`src/rtl/if_id_queue_pkg.sv`:
```
// Shared pipeline definitions for the fetch/decode boundary.
//   RESET_PC     : fetch start address (used by fetch, not by the queue)
//   NOP_INSTR    : sll $0,$0,0, presented to decode when nothing is queued
//   fetch_pair_t : one fetched {pc, instr} pair
package if_id_queue_pkg;

    localparam int unsigned XLEN = 32;

    localparam logic [XLEN-1:0] RESET_PC  = 32'h0000_3000;
    localparam logic [XLEN-1:0] NOP_INSTR = 32'h0000_0000;

    typedef struct packed {
        logic [XLEN-1:0] pc;
        logic [XLEN-1:0] instr;
    } fetch_pair_t;

endpackage : if_id_queue_pkg

```
`src/rtl/queue_storage.sv`:
```
// DEPTH x fetch_pair_t register array for the instruction queue.
//   clk   : write clock
//   we    : write enable
//   waddr : write address
//   wdata : pair to store
//   raddr : read address (combinational read)
//   rdata : pair at raddr
// Contents are intentionally not reset; occupancy is tracked by the owner.
module queue_storage
    import if_id_queue_pkg::*;
#(
    parameter int unsigned DEPTH = 4,
    localparam int unsigned AW   = $clog2(DEPTH)
) (
    input  logic            clk,
    input  logic            we,
    input  logic [AW-1:0]   waddr,
    input  fetch_pair_t     wdata,
    input  logic [AW-1:0]   raddr,
    output fetch_pair_t     rdata
);

    fetch_pair_t mem_q [DEPTH];

    // Single write port
    always_ff @(posedge clk) begin
        if (we) begin
            mem_q[waddr] <= wdata;
        end
    end

    assign rdata = mem_q[raddr];

endmodule : queue_storage

```
`src/rtl/if_id_queue.sv`:
```
// Instruction queue between fetch and decode.
//   clk, reset            : clock, asynchronous active-low reset
//   in_valid/in_ready     : fetch-side handshake; in_pc/in_instr payload
//   out_valid/out_ready   : decode-side handshake; out_pc/out_instr head entry
//   out_pc8               : out_pc + 8 (jal/jalr link value)
//   flush                 : discard all queued entries (redirect)
//   count                 : occupied entries
// Handshakes and data outputs are functions of registered state only.
module if_id_queue
    import if_id_queue_pkg::*;
#(
    parameter int unsigned DEPTH = 4,
    localparam int unsigned AW   = $clog2(DEPTH),
    localparam int unsigned CW   = AW + 1
) (
    input  logic            clk,
    input  logic            reset,
    input  logic            in_valid,
    output logic            in_ready,
    input  logic [31:0]     in_pc,
    input  logic [31:0]     in_instr,
    output logic            out_valid,
    input  logic            out_ready,
    output logic [31:0]     out_pc,
    output logic [31:0]     out_instr,
    output logic [31:0]     out_pc8,
    input  logic            flush,
    output logic [CW-1:0]   count
);

    logic [AW-1:0] wr_ptr_q, wr_ptr_d;
    logic [AW-1:0] rd_ptr_q, rd_ptr_d;
    logic [CW-1:0] count_q,  count_d;

    logic        push;
    logic        pop;
    fetch_pair_t wr_pair;
    fetch_pair_t rd_pair;

    // Handshakes from occupancy only; no bypass in either direction
    assign in_ready  = (count_q != CW'(DEPTH));
    assign out_valid = (count_q != CW'(0));
    assign push      = in_valid && in_ready;
    assign pop       = out_valid && out_ready;

    // Next-state: flush overrides push/pop; pointers wrap naturally (DEPTH is 2^AW)
    always_comb begin
        wr_ptr_d = wr_ptr_q;
        rd_ptr_d = rd_ptr_q;
        count_d  = count_q;
        if (flush) begin
            wr_ptr_d = '0;
            rd_ptr_d = '0;
            count_d  = '0;
        end else begin
            if (push) begin
                wr_ptr_d = wr_ptr_q + AW'(1);
            end
            if (pop) begin
                rd_ptr_d = rd_ptr_q + AW'(1);
            end
            if (push && !pop) begin
                count_d = count_q + CW'(1);
            end else if (pop && !push) begin
                count_d = count_q - CW'(1);
            end
        end
    end

    // Pointer and occupancy registers
    always_ff @(posedge clk or negedge reset) begin
        if (!reset) begin
            wr_ptr_q <= '0;
            rd_ptr_q <= '0;
            count_q  <= '0;
        end else begin
            wr_ptr_q <= wr_ptr_d;
            rd_ptr_q <= rd_ptr_d;
            count_q  <= count_d;
        end
    end

    assign wr_pair.pc    = in_pc;
    assign wr_pair.instr = in_instr;

    queue_storage #(
        .DEPTH (DEPTH)
    ) u_storage (
        .clk   (clk),
        .we    (push && !flush),
        .waddr (wr_ptr_q),
        .wdata (wr_pair),
        .raddr (rd_ptr_q),
        .rdata (rd_pair)
    );

    // Empty queue presents a nop at pc 0
    assign out_pc    = out_valid ? rd_pair.pc    : 32'h0;
    assign out_instr = out_valid ? rd_pair.instr : NOP_INSTR;
    assign out_pc8   = out_pc + 32'd8;
    assign count     = count_q;

endmodule : if_id_queue

```
`config.mk`:
```
export PLATFORM = sky130hd
export DESIGN_NAME = if_id_queue
export DESIGN_NICKNAME = d
export VERILOG_FILES = /design/src/rtl/if_id_queue_pkg.sv /design/src/rtl/queue_storage.sv /design/src/rtl/if_id_queue.sv
export SDC_FILE = /design/constraint.sdc
export NUM_CORES = 1
export LEC_CHECK = 0
export ABC_AREA = 1
export CORE_MARGIN = 8
export CORE_UTILIZATION = 57
export CTS_BUF_LIST = sky130_fd_sc_hd__clkbuf_4 sky130_fd_sc_hd__clkbuf_8
export DETAILED_ROUTE_END_ITERATION = 7
export GPL_TIMING_DRIVEN = 0
export PLACE_DENSITY = 0.88
export SETUP_SLACK_MARGIN = 0.15
export SLEW_MARGIN = 20
export SYNTH_ARGS = -nofsm -noshare
export SYNTH_HDL_FRONTEND = slang
export SYNTH_SLANG_ARGS = --single-unit
```
`constraint.sdc`:
```
create_clock -name clk -period 5.2 [get_ports clk]
set_input_delay 1.04 -clock clk [delete_from_list [all_inputs] [get_ports clk]]
set_output_delay 1.04 -clock clk [all_outputs]
set_load 0.1 [all_outputs]
```
After elaboration in Yosys (flattened, before gate mapping) --
Memories as Yosys holds them, arrays and structs flattened. Index checks and enable logic that the tools add are counted.
Storage, ports and cells: bits in registers 7, RAM bits 256, input bits 69, memories kept 1, word-level logic and storage cells 33, output and inout bits 101
Memory list:
- u_storage.mem_q | words 4, bits a word 64, rd ports 1, clocked after memory_dff 0, wr ports 1, RTL line queue_storage.sv:23 | fetch_pair_t mem_q [DEPTH];
Cells by class: add/subtract/negate cells 5, muxes and demuxes 11, eq/ne operators 1, reductions and logical operators 12
Operator list (count):
- $mux 32 | 2
- $add 32x4->32 const B | 1
- $mux 3 | 3
- $mux 2 | 4
- $reduce_bool 3->1 | 2
- $logic_and 1x1->1 | 5
- $add 2x1->2 const B | 2
- $reduce_bool 2->1 | 2
- $add 3x1->3 const B | 1
- $logic_not 1->1 | 3
- $ne 3x3->1 const B | 1
- $sub 3x1->3 const B | 1
- $mux 1 | 2

Longest topological paths before layout --
Gate-level depths: netlist of the first run.
word-level depth 7, depth in mapped cells 15, mapped depth without buffers 13

Modules after synthesis --
From an unflattened synthesis of the first run, not the netlist that was laid out.
Second synthesis, totals: cell total of the unflattened synthesis 1384, area total of the unflattened synthesis 12702.2 um2
Modules (own cells, without submodules):
- queue_storage | times used 1, cells each 1010, area an instance 10761.6 um2, seq. area each 7687.4 um2
- if_id_queue | times used 1, cells each 374, area an instance 1940.6 um2, seq. area each 175.2 um2

Least setup slack after synthesis of the first run --
Ideal clock, no wire load.
path kind register to output, start point reg count_q[0] (netlist: count[0]), end point out out_pc8[21], stages on the path, launching flop included 14, path slack -1.599 ns, data required time 4.160 ns, buffers on the path 2, data arrival time 5.759 ns, path through dfrtp_1 inv_1 nand3_2 inv_2 buf_2 buf_2 a21oi_1 ha_1 nand3_1 nor2_4 nand2_2 nor2_4 nand2_1 xor2_1
Between the ends: word-level cells in the longest chain between the ends 3
RTL lines:
- start, declared | RTL line if_id_queue.sv:33 | logic [CW-1:0] count_q, count_d;
- start signal, assigned | RTL line if_id_queue.sv:79 | count_q <= count_d;
- $reduce_bool 3->1 | RTL line if_id_queue.sv:42 | assign out_valid = (count_q != CW'(0));
- $mux 32 | RTL line if_id_queue.sv:98 | assign out_pc = out_valid ? rd_pair.pc : 32'h0;
- net out_pc[4] | RTL line if_id_queue.sv:24 | output logic [31:0] out_pc,
- $add 32x4->32 | RTL line if_id_queue.sv:100 | assign out_pc8 = out_pc + 32'd8;
- end, declared | RTL line if_id_queue.sv:26 | output logic [31:0] out_pc8,
The timed path passes the listed nets, and every way through them passes these cells.

Worst setup path in the final report of the first run --
start point reg count_q[0] (netlist: count[0]), end point out out_pc8[23]
Between the ends: word-level cells in the longest chain between the ends 3
RTL lines (RTL line):
- $reduce_bool 3->1 | if_id_queue.sv:42
- $mux 32 | if_id_queue.sv:98
- $add 32x4->32 | if_id_queue.sv:100
No other way between the ends.

==> impl_metrics.env, run 1 <==
export IMPL_final_hold_violation_count=0
export IMPL_rsz0062_at_grt="true"
export IMPL_power_density_nw_per_um2=639
export IMPL_drc_errors=2
export IMPL_synth_seq_cells=263
export IMPL_die_h_um=160
export IMPL_gp_congestion=0.948
export IMPL_final_cell_area_um2=15000
export IMPL_drtPass1Iterations=8
export IMPL_timing_final_crit_share=0.937
export IMPL_drive_above_1_share=0.146
export IMPL_most_common_layout_cells="nand2_1, edfxtp_1, nor2_1, clkdlybuf4s50_1, o21ai_0"
export IMPL_r2r_slack_ns=2.86
export IMPL_crit_fanout=10
export IMPL_regArea_um2=7870
export IMPL_postCtsSetupRepairBufs=0
export IMPL_synth_fp_nets=1183
export IMPL_period_minus_slack_ns=4.87
export IMPL_cts_sinks=263
export IMPL_fin_setup_tns_ns=0
export IMPL_clockRootBuffer="clkbuf_8"
export IMPL_core_area_um2=20300
export IMPL_p_leak_uw=0.00560
export IMPL_irDropWorstVdd_uv=602
export IMPL_cts_tree="yes"
export IMPL_finalClockSkew_ns=0.0216
export IMPL_syn_cell_area_um2=11800
export IMPL_maxCapViolations=0
export IMPL_multi_input_area_um2=3550
export IMPL_violations="design-rule violations"
export IMPL_die_x_um=160
export IMPL_initialDrtViolationCount=820
export IMPL_area_growth_pct=26.8
export IMPL_arrival_ns=3.83
export IMPL_nets=1404
export IMPL_grt_ovfl_total=0
export IMPL_crit_type="flop to output port"
export IMPL_fin_ws_ns=0.326
export IMPL_wirelength_um=31700
export IMPL_timing_fmax_mhz=205
export IMPL_num_io_pins=170
export IMPL_synth_warnings=0
export IMPL_endpoint_kind="output port"
export IMPL_layout_commonest_cell="nand2_1"
export IMPL_cts_buffers=39
export IMPL_grt_pass1_vias=9150
export IMPL_hpwl_um=22200
export IMPL_fillers=1324
export IMPL_synth_top_area_cell="edfxtp_1"
export IMPL_tightest_slew_ns=1.05
export IMPL_wl_per_cell_um=19.5
export IMPL_synthTopCellsByArea="edfxtp_1, nand2_1, nor2_1"
export IMPL_setup_violations=0
export IMPL_start_util=0.583
export IMPL_syn_area_per_cell_um2=10.7
export IMPL_port_buffers=169
export IMPL_clockBufferDepth=3
export IMPL_hold_path_class="flop to flop"
export IMPL_cp_required_ns=4.16
export IMPL_die_area_um2=25600
export IMPL_synthCells=1108
export IMPL_dp_slack_ns=0.170
export IMPL_clkTransAtPathRegs_ns=0.06
export IMPL_detail_route_antenna_nets=0
export IMPL_grt_first_pass_wirelength_um=49300
export IMPL_rows=52
export IMPL_synthDistinctLibCells=31
export IMPL_insertion_delay_ns=0.53
export IMPL_ys_seq_area_frac=0.665
export IMPL_antenna_found_initial=2
export IMPL_cts_hold_buf=0
export IMPL_cts_htree_levels=2
export IMPL_grt_max_degree=24
export IMPL_track_usage=0.242
export IMPL_relSlewSlack=0.295
export IMPL_slew_viol_final=0
export IMPL_status="complete, but fails checks"
export IMPL_viasPerCell=5.58
export IMPL_via_count=9056
export IMPL_critPathLaunchType="flop"
export IMPL_synth_top_area_frac=0.650
export IMPL_dpl_cell_area_um2=14300
==> per-stage QoR <==
stage / util / std cells / power, uW / hold slack [ns]
6_report: 0.739 / 1623 / 9590 / 0.533
2_1_floorplan: - / 1108 / 6730 / 0.492
3_5_place_dp: 0.705 / 1558 / 8070 / 0.529
3_3_place_gp: 0.690 / 1547 / 7980 / 0.516
4_1_cts: 0.741 / 1622 / 9620 / 0.541
5_1_grt: 0.739 / 1623 / 9930 / 0.590
==> worst max-delay path: stages (launching register included) <==
cell and delay (ns):
dfrtp_2 0.40, inv_1 0.16, nand3_2 0.16, inv_2 0.28, buf_2 0.31, buf_2 0.34
a21oi_4 0.06, ha_1 0.24, nand3_1 0.18, nor2_4 0.09, nand3_1 0.10, nand2_1 0.06
nand2_1 0.05, dlygate4sd2_1 0.85
==> flip-flops by register name, indices dropped and copies added, names as in the netlist <==
signal,flops
count,3
rd_ptr_q,2
u_storage.mem_q,256
wr_ptr_q,2
==> where the power goes <==
part / total [uW] / leakage [uW] / internal [uW] / switching, uW
logic: 5520 / 0.00281 / 1160 / 4360
registers: 2490 / 0.00241 / 2450 / 34.4
clock network: 1590 / 0.000382 / 841 / 744
==> layout make-up <==
cell class / instances / area share
Clock buffer: 50 / 0.0421
Tap cell: 270 / 0.0225
Multi-Input combinational cell: 730 / 0.236
Buffer: 54 / 0.0239
Timing Repair Buffer: 180 / 0.128
Clock inverter: 14 / 0.00617
Sequential cell: 263 / 0.524
Antenna cell: 1 / 0.000167
Inverter: 61 / 0.0162
==> worst paths after layout <==
path / startpoint / endpoint / depth (start not counted)
worst max-delay path: count[0] / out_pc8[23] / 13
max in group asynchronous: reset / count[1] / 1
worst max register to register: count[0] / u_storage.mem_q[0][18] / 7
min in group asynchronous: reset / count[0] / 1
worst min register to register: wr_ptr_q[1] / wr_ptr_q[1] / 2
worst min-delay path: wr_ptr_q[1] / wr_ptr_q[1] / 2
==> synthesized netlist by cell type <==
cell type,instances
ha_1,5
nand2_1,261
nand3_1,73
nor2_4,10
nand3_2,6
fa_1,1
o21ai_1,2
xor2_1,18
buf_8,2
dfrtp_1,7
clkbuf_1,7
o211ai_2,2
nand2_4,1
inv_1,52
buf_4,10
nor2_1,200
o21ai_0,76
nor2_8,1
buf_2,23
inv_2,7
inv_4,1
inv_8,1
o22ai_1,1
nand2_2,10
nand4_1,8
buf_6,9
nor2_2,14
edfxtp_1,256
buf_1,3
a21oi_1,40
xnor2_1,1
==> layer usage <==
layer	vias to the layer above	part of all wire	global-route usage
li1	4181	-	-
met1	4221	0.37	0.282
met2	567	0.49	0.417
met3	85	0.10	0.0653
met4	2	0.035	0.0977
met5	-	0.00035	0
==> repair_timing <==
item	in CTS	in global routing
gates cloned	0	0
endpoints found under the setup margin	13	8
gates resized for setup	29	16
==> cells by family after synthesis <==
group / synth area share
flops: 0.665
simple gates: 0.211
compound gates: 0.0526
xor+xnor: 0.0141
fa+ha+maj: 0.00698
buf+inv: 0.0506
No activity file was read; power rests on OpenSTA's default activity.
==> run 2: changes to the inputs <==
--- a/config.mk
+++ b/config.mk
@@ -6,7 +6,6 @@
 export NUM_CORES = 1
 export LEC_CHECK = 0
 export ABC_AREA = 1
-export CORE_MARGIN = 8
 export CORE_UTILIZATION = 57
 export CTS_BUF_LIST = sky130_fd_sc_hd__clkbuf_4 sky130_fd_sc_hd__clkbuf_8
 export DETAILED_ROUTE_END_ITERATION = 7
==> impl_metrics.env, run 2 (synthesized netlist as in run 1, its figures left out) <==
export IMPL_status="complete, no violations"
export IMPL_start_util=0.583
export IMPL_relSlewSlack=0.288
export IMPL_pwr_share_clk=0.171
export IMPL_grt_pass1_vias=8945
export IMPL_setup_violations=0
export IMPL_largest_register="u_storage.mem_q"
export IMPL_cp_slowest_stage_delay_ns=0.82
export IMPL_seqPwrFrac=0.258
export IMPL_p_sw_uw=5120
export IMPL_final_cell_area_um2=15100
export IMPL_drive_above_1_share=0.150
export IMPL_intPower_uw=4520
export IMPL_drtPass1Iterations=5
export IMPL_cts_htree_levels=2
export IMPL_grt_max_degree=26
export IMPL_slew_viol_final=0
export IMPL_die_x_um=146
export IMPL_timing_fmax_mhz=205
export IMPL_viasPerCell=5.48
export IMPL_maxCapViolations=0
export IMPL_postCtsSetupRepairBufs=0
export IMPL_p_leak_uw=0.00563
export IMPL_largest_reg_flops=256
export IMPL_via_count=8958
export IMPL_rows=52
export IMPL_drc_errors=0
export IMPL_multi_input_area_um2=3550
export IMPL_wl_per_cell_um=18.3
export IMPL_wirelength_um=29900
export IMPL_tightest_slew_ns=1.06
export IMPL_dpl_cell_area_um2=14300
export IMPL_grt_ovfl_total=0
export IMPL_combPwrFrac=0.571
export IMPL_nets=1405
export IMPL_layout_commonest_cell="nand2_1"
export IMPL_endpoint_kind="output port"
export IMPL_hpwl_um=21100
export IMPL_clockBufferDepth=3
export IMPL_fin_hold_ws_ns=0.559
export IMPL_arrival_ns=3.84
export IMPL_crit_type="flop to output port"
export IMPL_crit_fanout=10
export IMPL_cts_buffers=40
export IMPL_detail_route_antenna_nets=0
export IMPL_clockRootBuffer="clkbuf_8"
export IMPL_clkTransAtPathRegs_ns=0.05
export IMPL_crit_family="buffers and inverters"
export IMPL_timing_final_crit_share=0.939
export IMPL_hold_path_class="flop to flop"
export IMPL_num_io_pins=170
export IMPL_port_buffers=169
export IMPL_rsz0062_at_grt="false"
export IMPL_core_area_um2=20300
export IMPL_regArea_um2=7870
export IMPL_irDropWorstVdd_uv=601
export IMPL_final_hold_violation_count=0
export IMPL_finalClockSkew_ns=0.0222
export IMPL_die_h_um=146
export IMPL_crit_chain="inv_1 -> nand3_2 -> inv_2 -> buf_2 -> buf_2 -> a21oi_4 -> ha_1 -> nand3_1 -> nor2_4 -> inv_1 -> nor2_4 -> xor2_2 -> clkdlybuf4s15_1"
export IMPL_crit_buf_inv=6
export IMPL_switching_share=0.531
export IMPL_gp_congestion=0.948
export IMPL_insertion_delay_ns=0.54
export IMPL_cts_tree="yes"
export IMPL_grt_first_pass_wirelength_um=46700
export IMPL_power_density_nw_per_um2=639
export IMPL_track_usage=0.285
export IMPL_cp_required_ns=4.16
export IMPL_worst_path_max_delay_cell="clkdlybuf4s15_1"
export IMPL_most_common_layout_cells="nand2_1, edfxtp_1, nor2_1, clkdlybuf4s50_1, o21ai_0"
export IMPL_cts_hold_buf=0
export IMPL_fillers=1330
export IMPL_initialDrtViolationCount=871
export IMPL_die_area_um2=21300
export IMPL_antenna_found_initial=3
export IMPL_cts_sinks=263
export IMPL_period_minus_slack_ns=4.88
export IMPL_area_growth_pct=27.5
export IMPL_critPathLaunchType="flop"
## run 2: cell count changes in the layout (fill, tap and decap cells not counted), moves of 2 or more
| cell | delta |
|---|---|
| buf_2 | -2 |
| clkbuf_4 | +5 |
| clkinvlp_4 | +2 |
| diode_2 | +2 |
## run 2: metal layers
layer,share of wire,GRT usage,up-vias
li1,-,-,4190
met1,0.38,0.340,4221
met2,0.51,0.510,489
met3,0.085,0.0616,58
met4,0.023,0.106,0
met5,0,0,-
## run 2: path summary, 6_finish.rpt
kind                              from                      to  slack (ns)  depth (start not counted)
max                           count[1]             out_pc8[15]        0.32                         13
min                        wr_ptr_q[1]             wr_ptr_q[1]        0.56                          2
max reg2reg                   count[1]  u_storage.mem_q[1][52]        2.77                          9
min reg2reg                wr_ptr_q[1]             wr_ptr_q[1]        0.56                          2
max in group asynchronous        reset                count[0]        4.14                          1
min in group asynchronous        reset             wr_ptr_q[0]        0.77                          1
## run 2: worst min-delay path, cell delays in order (launching register included)
cell and delay [ns]:
dfrtp_1 0.40, nand2_1 0.08, nand2_1 0.05
## run 2: layout make-up
class                           instances  share of cell area
Antenna cell                            3            0.000498
Buffer                                 54              0.0238
Clock buffer                           56              0.0453
Clock inverter                         17             0.00713
Inverter                               61              0.0161
Multi-Input combinational cell        730               0.235
Sequential cell                       263               0.521
Tap cell                              270              0.0224
Timing Repair Buffer                  180               0.128
## run 2: power by group through the flow
stage / Combinational (uW) / Clock, uW / Sequential (uW)
6_report: 5500 / 1650 / 2490
3_3_place_gp: 5400 / 0 / 2540
3_5_place_dp: 5510 / 0 / 2530
5_1_grt: 5710 / 1760 / 2490
4_1_cts: 5510 / 1660 / 2490
2_1_floorplan: 4130 / 0 / 2590
## run 2: repair_timing
action | 4_1_cts | 5_1_grt
gates resized for setup | 29 | 11
pin swaps | 0 | 0
endpoints found under the setup margin | 13 | 7
hold endpoints to repair | 0 | 0
## run 2: metrics by stage
step | TNS (ns) | worst slack [ns] | cells | power (uW) | util
after detailed placement | 0 | 0.197 | 1558 | 8040 | 0.705
final | 0 | 0.318 | 1634 | 9640 | 0.743
after floorplan | -17.89 | -0.0699 | 1108 | 6730 | -
after CTS | 0 | 0.155 | 1631 | 9660 | 0.745
after global routing | 0 | 0.149 | 1633 | 9960 | 0.743
after global placement | -428.97 | -1.75 | 1547 | 7940 | 0.690
